File: src/rtl/ysyx_040750_axi_pkg.sv
// ysyx_040750_axi_pkg
//   Shared AXI constants for the write arbiter and the read crossbar:
//   bus widths, response codes, channel ids and the write-arbiter state
//   encoding (one-hot).
package ysyx_040750_axi_pkg;

  localparam int AXI_ADDR_W = 32;
  localparam int AXI_DATA_W = 64;
  localparam int AXI_STRB_W = AXI_DATA_W / 8;
  localparam int AXI_LEN_W  = 8;
  localparam int AXI_SIZE_W = 3;
  localparam int AXI_BURST_W = 2;
  localparam int AXI_RESP_W = 2;

  localparam logic [AXI_RESP_W-1:0] AXI_RESP_OKAY   = 2'b00;
  localparam logic [AXI_RESP_W-1:0] AXI_RESP_EXOKAY = 2'b01;
  localparam logic [AXI_RESP_W-1:0] AXI_RESP_SLVERR = 2'b10;
  localparam logic [AXI_RESP_W-1:0] AXI_RESP_DECERR = 2'b11;

  // Requester ids, shared by the write arbiter and the read crossbar.
  localparam logic CH0 = 1'b0;
  localparam logic CH1 = 1'b1;

  // Read-crossbar constants.
  localparam int RD_NUM_MASTERS = 2;
  localparam int RD_ID_W        = 4;
  localparam int RD_MAX_OUTSTD  = 1;

  // Write-arbiter phases, one-hot.
  typedef enum logic [6:0] {
    WR_IDLE   = 7'b000_0001,
    WR_CH0_AW = 7'b000_0010,
    WR_CH1_AW = 7'b000_0100,
    WR_CH0_W  = 7'b000_1000,
    WR_CH1_W  = 7'b001_0000,
    WR_CH0_B  = 7'b010_0000,
    WR_CH1_B  = 7'b100_0000
  } wr_state_e;

  function automatic logic other_ch(input logic ch);
    return ~ch;
  endfunction

endpackage

File: src/rtl/ysyx_040750_rr_arb2.sv
// ysyx_040750_rr_arb2
//   Two-way arbiter. Grant is combinational from the request pair; the
//   priority pointer advances to the other channel whenever a grant is
//   taken, contested or not.
//   Macro YSYX_040750_WR_FIXED_PRIO_EN: ch0 always wins, no pointer state.
// Ports:
//   I_clk, I_rst    clock, synchronous active-high reset
//   I_req[1:0]      request per channel
//   I_take          grant is being consumed this cycle
//   O_gnt_vld       some channel requests
//   O_gnt_ch        granted channel id
//   O_prio_ch       channel that wins a tie
module ysyx_040750_rr_arb2
  import ysyx_040750_axi_pkg::*;
(
  input  logic       I_clk,
  input  logic       I_rst,
  input  logic [1:0] I_req,
  input  logic       I_take,
  output logic       O_gnt_vld,
  output logic       O_gnt_ch,
  output logic       O_prio_ch
);

  assign O_gnt_vld = |I_req;

`ifdef YSYX_040750_WR_FIXED_PRIO_EN
  logic unused_ok;
  assign unused_ok = ^{I_clk, I_rst, I_take};
  assign O_prio_ch = CH0;
  assign O_gnt_ch  = I_req[0] ? CH0 : CH1;
`else
  logic prio_q;

  always_ff @(posedge I_clk) begin
    if (I_rst)       prio_q <= CH0;
    else if (I_take) prio_q <= other_ch(O_gnt_ch);
  end

  assign O_prio_ch = prio_q;
  // Tie goes to the pointer, otherwise whichever channel asks.
  assign O_gnt_ch  = (&I_req) ? prio_q : (I_req[1] ? CH1 : CH0);
`endif

endmodule

File: src/rtl/ysyx_040750_axi_wr_arbiter.sv
// ysyx_040750_axi_wr_arbiter
//   Shares one AXI write port between two requesters. A whole transaction
//   (AW, every W beat, B) belongs to one requester; grant is decided in
//   IDLE and registered, so the bus sees AW one cycle after the request.
//   Within the owning phase handshakes pass straight through.
//   Macro YSYX_040750_WR_FIXED_PRIO_EN: contested grants always go to ch0
//   (default build: round-robin).
// Ports:
//   I_clk, I_rst                   clock, synchronous active-high reset
//   I_chN_aw*/O_chN_awready        requester N write address
//   I_chN_w*/O_chN_wready          requester N write data
//   O_chN_b*/I_chN_bready          requester N write response
//   O_axi_aw*/I_axi_awready        bus write address
//   O_axi_w*/I_axi_wready          bus write data
//   I_axi_b*/O_axi_bready          bus write response
module ysyx_040750_axi_wr_arbiter
  import ysyx_040750_axi_pkg::*;
(
  input  logic        I_clk,
  input  logic        I_rst,
  // requester 0
  input  logic [31:0] I_ch0_awaddr,
  input  logic [7:0]  I_ch0_awlen,
  input  logic [2:0]  I_ch0_awsize,
  input  logic [1:0]  I_ch0_awburst,
  input  logic        I_ch0_awvalid,
  output logic        O_ch0_awready,
  input  logic [63:0] I_ch0_wdata,
  input  logic [7:0]  I_ch0_wstrb,
  input  logic        I_ch0_wlast,
  input  logic        I_ch0_wvalid,
  output logic        O_ch0_wready,
  output logic [1:0]  O_ch0_bresp,
  output logic        O_ch0_bvalid,
  input  logic        I_ch0_bready,
  // requester 1
  input  logic [31:0] I_ch1_awaddr,
  input  logic [7:0]  I_ch1_awlen,
  input  logic [2:0]  I_ch1_awsize,
  input  logic [1:0]  I_ch1_awburst,
  input  logic        I_ch1_awvalid,
  output logic        O_ch1_awready,
  input  logic [63:0] I_ch1_wdata,
  input  logic [7:0]  I_ch1_wstrb,
  input  logic        I_ch1_wlast,
  input  logic        I_ch1_wvalid,
  output logic        O_ch1_wready,
  output logic [1:0]  O_ch1_bresp,
  output logic        O_ch1_bvalid,
  input  logic        I_ch1_bready,
  // shared bus
  output logic [31:0] O_axi_awaddr,
  output logic [7:0]  O_axi_awlen,
  output logic [2:0]  O_axi_awsize,
  output logic [1:0]  O_axi_awburst,
  output logic        O_axi_awvalid,
  input  logic        I_axi_awready,
  output logic [63:0] O_axi_wdata,
  output logic [7:0]  O_axi_wstrb,
  output logic        O_axi_wlast,
  output logic        O_axi_wvalid,
  input  logic        I_axi_wready,
  input  logic [1:0]  I_axi_bresp,
  input  logic        I_axi_bvalid,
  output logic        O_axi_bready
);

  wr_state_e state_q, state_d;
  logic      gnt_vld, gnt_ch, prio_ch;
  logic      take;
  logic      aw_hs, w_last_hs, b_hs;

  assign take = (state_q == WR_IDLE) && gnt_vld;

  ysyx_040750_rr_arb2 u_arb (
    .I_clk     (I_clk),
    .I_rst     (I_rst),
    .I_req     ({I_ch1_awvalid, I_ch0_awvalid}),
    .I_take    (take),
    .O_gnt_vld (gnt_vld),
    .O_gnt_ch  (gnt_ch),
    .O_prio_ch (prio_ch)
  );

  logic unused_prio;
  assign unused_prio = prio_ch;

  // Bus outputs are zero outside their owning phase, so these are only
  // ever true in the matching state.
  assign aw_hs     = O_axi_awvalid & I_axi_awready;
  assign w_last_hs = O_axi_wvalid & I_axi_wready & O_axi_wlast;
  assign b_hs      = I_axi_bvalid & O_axi_bready;

  // state register
  always_ff @(posedge I_clk) begin
    if (I_rst) state_q <= WR_IDLE;
    else       state_q <= state_d;
  end

  // next state
  always_comb begin
    state_d = state_q;
    case (state_q)
      WR_IDLE:   if (gnt_vld) state_d = (gnt_ch == CH1) ? WR_CH1_AW : WR_CH0_AW;
      WR_CH0_AW: if (aw_hs)     state_d = WR_CH0_W;
      WR_CH1_AW: if (aw_hs)     state_d = WR_CH1_W;
      WR_CH0_W:  if (w_last_hs) state_d = WR_CH0_B;
      WR_CH1_W:  if (w_last_hs) state_d = WR_CH1_B;
      WR_CH0_B:  if (b_hs)      state_d = WR_IDLE;
      WR_CH1_B:  if (b_hs)      state_d = WR_IDLE;
      default:                  state_d = WR_IDLE;
    endcase
  end

  // outputs: route the owner's channel for the current phase only
  always_comb begin
    O_axi_awaddr  = '0;
    O_axi_awlen   = '0;
    O_axi_awsize  = '0;
    O_axi_awburst = '0;
    O_axi_awvalid = 1'b0;
    O_axi_wdata   = '0;
    O_axi_wstrb   = '0;
    O_axi_wlast   = 1'b0;
    O_axi_wvalid  = 1'b0;
    O_axi_bready  = 1'b0;
    O_ch0_awready = 1'b0;
    O_ch0_wready  = 1'b0;
    O_ch0_bvalid  = 1'b0;
    O_ch0_bresp   = AXI_RESP_OKAY;
    O_ch1_awready = 1'b0;
    O_ch1_wready  = 1'b0;
    O_ch1_bvalid  = 1'b0;
    O_ch1_bresp   = AXI_RESP_OKAY;
    case (state_q)
      WR_CH0_AW: begin
        O_axi_awaddr  = I_ch0_awaddr;
        O_axi_awlen   = I_ch0_awlen;
        O_axi_awsize  = I_ch0_awsize;
        O_axi_awburst = I_ch0_awburst;
        O_axi_awvalid = I_ch0_awvalid;
        O_ch0_awready = I_axi_awready;
      end
      WR_CH1_AW: begin
        O_axi_awaddr  = I_ch1_awaddr;
        O_axi_awlen   = I_ch1_awlen;
        O_axi_awsize  = I_ch1_awsize;
        O_axi_awburst = I_ch1_awburst;
        O_axi_awvalid = I_ch1_awvalid;
        O_ch1_awready = I_axi_awready;
      end
      WR_CH0_W: begin
        O_axi_wdata   = I_ch0_wdata;
        O_axi_wstrb   = I_ch0_wstrb;
        O_axi_wlast   = I_ch0_wlast;
        O_axi_wvalid  = I_ch0_wvalid;
        O_ch0_wready  = I_axi_wready;
      end
      WR_CH1_W: begin
        O_axi_wdata   = I_ch1_wdata;
        O_axi_wstrb   = I_ch1_wstrb;
        O_axi_wlast   = I_ch1_wlast;
        O_axi_wvalid  = I_ch1_wvalid;
        O_ch1_wready  = I_axi_wready;
      end
      WR_CH0_B: begin
        O_ch0_bvalid  = I_axi_bvalid;
        O_ch0_bresp   = I_axi_bresp;
        O_axi_bready  = I_ch0_bready;
      end
      WR_CH1_B: begin
        O_ch1_bvalid  = I_axi_bvalid;
        O_ch1_bresp   = I_axi_bresp;
        O_axi_bready  = I_ch1_bready;
      end
      default: ;
    endcase
  end

endmodule

File: config.mk
export PLATFORM = sky130hd
export DESIGN_NAME = ysyx_040750_axi_wr_arbiter
export DESIGN_NICKNAME = d
export VERILOG_FILES = /design/src/rtl/ysyx_040750_axi_pkg.sv /design/src/rtl/ysyx_040750_rr_arb2.sv /design/src/rtl/ysyx_040750_axi_wr_arbiter.sv
export SDC_FILE = /design/constraint.sdc
export NUM_CORES = 1
export LEC_CHECK = 0
export ABC_AREA = 1
export ABC_CLOCK_PERIOD_IN_PS = 3400
export CAP_MARGIN = 10
export CORE_AREA = 2 2 147 149
export CTS_CLUSTER_SIZE = 8
export DETAILED_ROUTE_END_ITERATION = 10
export DIE_AREA = 0 0 149 151
export PLACE_DENSITY_LB_ADDON = 0.2
export SLEW_MARGIN = 20
export SYNTH_ARGS = -nofsm -noshare
export SYNTH_HDL_FRONTEND = slang
export SYNTH_HIERARCHICAL = 1
export SYNTH_SLANG_ARGS = --single-unit
File: constraint.sdc
create_clock -name I_clk -period 3.4 [get_ports I_clk]
set_input_delay 0.68 -clock I_clk [delete_from_list [all_inputs] [get_ports I_clk]]
set_output_delay 0.68 -clock I_clk [all_outputs]
set_load 0.005 [all_outputs]
==> qor.csv <==
metric,value,unit
hold_viol,0,
crit_required,2.72,ns
tightestPinTransition,0.408,ns
ys_seq_elements,8,
ys_warn_count,6,
start_util,0.105,
wl_per_cell,17.8,um
max_stage_delay,0.59,ns
coreArea,0.0208,mm2
syn_avg_cell_area,5.91,um2
num_rows,53,
final_cell_area,0.00635,mm2
r2r_cells,12,
cap_violations,0,
fin_skew,0.00228,ns
power_density,420,mW/mm2
clock_sinks,8,
postLayoutCoreUtil,0.305,
yosys-top-cells-count,"102 x nand3_1, 75 x nand2_1, 72 x a32o_1",
multi_input_area,0.00180,mm2
place_congestion,0.774,
reg2reg_to,state_q[1],
die_y,151,um
min_period,2.94,ns
grt_pass1_wl,23700,um
drc,0,
ff_latch_area,160,um2
crit_type,register to output pin,
cp-end-kind,output pin,
rsz0062_at_grt,false,
dr.pass1.iters,4,
cts_resized,0,
yosysMostFrequentCell,nand3_1,
hp-class,register to register,
path_delay_family,buffers and inverters,
dr_total_vias,4299,
status,completed,
grt_usage,0.136,
fmax,340,MHz
nFillCells,2266,
syn_area,0.00219,mm2
crit_chain,inv_1 > nand2_2 > nor2_4 > nand2_1 > inv_2 > buf_12 > a32o_1 > clkdlybuf4s50_1,
grt_max_degree,86,
die_area,0.0225,mm2
postRouteAntennaNets,0,
r2r_start,state_q[1],
die_w,149,um
endpoint,O_axi_wdata[38],
wl,17600,um
syn_inst,371,
cts-hold-fix-buffers,0,
grt_pass1_vias,4059,
drive_above_1_share,0.0362,
ys_types,18,
startpoint_type,register,
seq_area_frac_synth,0.0731,
slew_headroom,0.728,
ctsLongestPathBuffers,2,
leakage,2.43,nW
cts_tree,yes,
timing.final.crit_share,0.865,
placed_area,0.00628,mm2
final_nets,969,
critical-path-slowest-cell,clkdlybuf4s50_1,
arrival,2.26,ns
grt_overflow_total,0,
async_reset_ff_frac,0,
cts_setup_buffers,0,
cts_made_buffers,3,
path_depth,8,
synth_edf_count,0,
clk_pin_slew,0.04,ns
finalSetupViolCount,0,
clkLatencyLatePin,0.23,ns
crit_start,state_q[2],
drtIter0Drc,155,
cts_max_level,1,
syn_nets,620,
clockRootBuffer,clkbuf_16,
power,2.67,mW
ys.flop_type,dfxtp_1,
synth_area_leaders,"a32o_1 33%, nand3_1 23%, nand2_1 13%",
io_buffers,379,
timing.setup.tns,0,ns
diodes,0,
critPathMaxFanout,73,
vias_per_cell,4.33,
grt_antenna_before_repair,2,
r2r_setup_slack,1.40,ns
place_hpwl,14200,um
peakVddDrop,0.663,mV
syn_to_final_growth,190,%
synth_top_area_frac,0.329,
finalMaxSlewViolations,0,
num_io_pins,380,
worst-path-buf-inv,4,
synth_top_cell_by_area,a32o_1,
state kept, by name, summed over array words and instances (netlist names):
signal / count
state_q: 7
u_arb/O_prio_ch: 1
area by class of cell:
type / count / area share
Clock buffer: 3 / 0.0118
Inverter: 20 / 0.0118
Multi-Input combinational cell: 300 / 0.283
Sequential cell: 8 / 0.0252
Tap cell: 275 / 0.0541
Timing Repair Buffer: 387 / 0.614
worst min-delay path by stage:
stage | startpoint | endpoint | depth (start not counted)
finish | state_q[2] | state_q[2] | 2
global route | state_q[4] | state_q[4] | 2
CTS | state_q[4] | state_q[4] | 2
detailed placement | state_q[4] | state_q[4] | 2
global placement | state_q[2] | state_q[2] | 2
floorplan | state_q[2] | state_q[2] | 2
layout by cell type (no fill, tap or decap), types with 4 or more instances in the layout:
cell / count
inv_1: 18
a32o_1: 72
nor2_4: 4
clkdlybuf4s50_1: 379
nand2_1: 75
buf_12: 4
nor2_1: 28
nand2_2: 5
dfxtp_1: 8
nand4_1: 5
nand3_1: 102
buf_4: 4
where the power goes:
part	total, mW	switching [mW]	internal (mW)
Combinational	2.30	1.38	0.922
Clock	0.197	0.0452	0.152
Sequential	0.170	0.0332	0.136
Total	2.67	1.46	1.21
worst min-delay path, delay by kind of cell, from the launching register on:
kind	cells	cell delay, ns
simple gates	2	0.13
flops	1	0.32
per-layer routing:
layer | routed length (um) | vias up | share of wire | global-route usage
li1 | - | 2086 | - | -
met5 | 27 | - | 0.0015 | 0
met3 | 2100 | 19 | 0.12 | 0.0497
met2 | 8690 | 257 | 0.49 | 0.250
met1 | 6510 | 1933 | 0.37 | 0.152
met4 | 308 | 4 | 0.017 | 0.0276
metrics by stage:
step           setup slack [ns]  cells  hold WS (ns)
4_1_cts                   0.456    993         0.488
3_3_place_gp              0.708    990         0.473
6_report                  0.460    993         0.487
2_1_floorplan              1.40    371         0.455
3_5_place_dp              0.711    990         0.481
5_1_grt                   0.334    993         0.518
kinds of logic (layout without fill, tap and decap cells):
group	count (synthesis)	after routing	share of synthesized area
DFF	8	8	0.0731
AOI/OAI and AO/OA	74	74	0.340
buffers and inverters	63	410	0.115
and+or+nand+nor	226	226	0.472
Power figures use the tool's default switching activity.
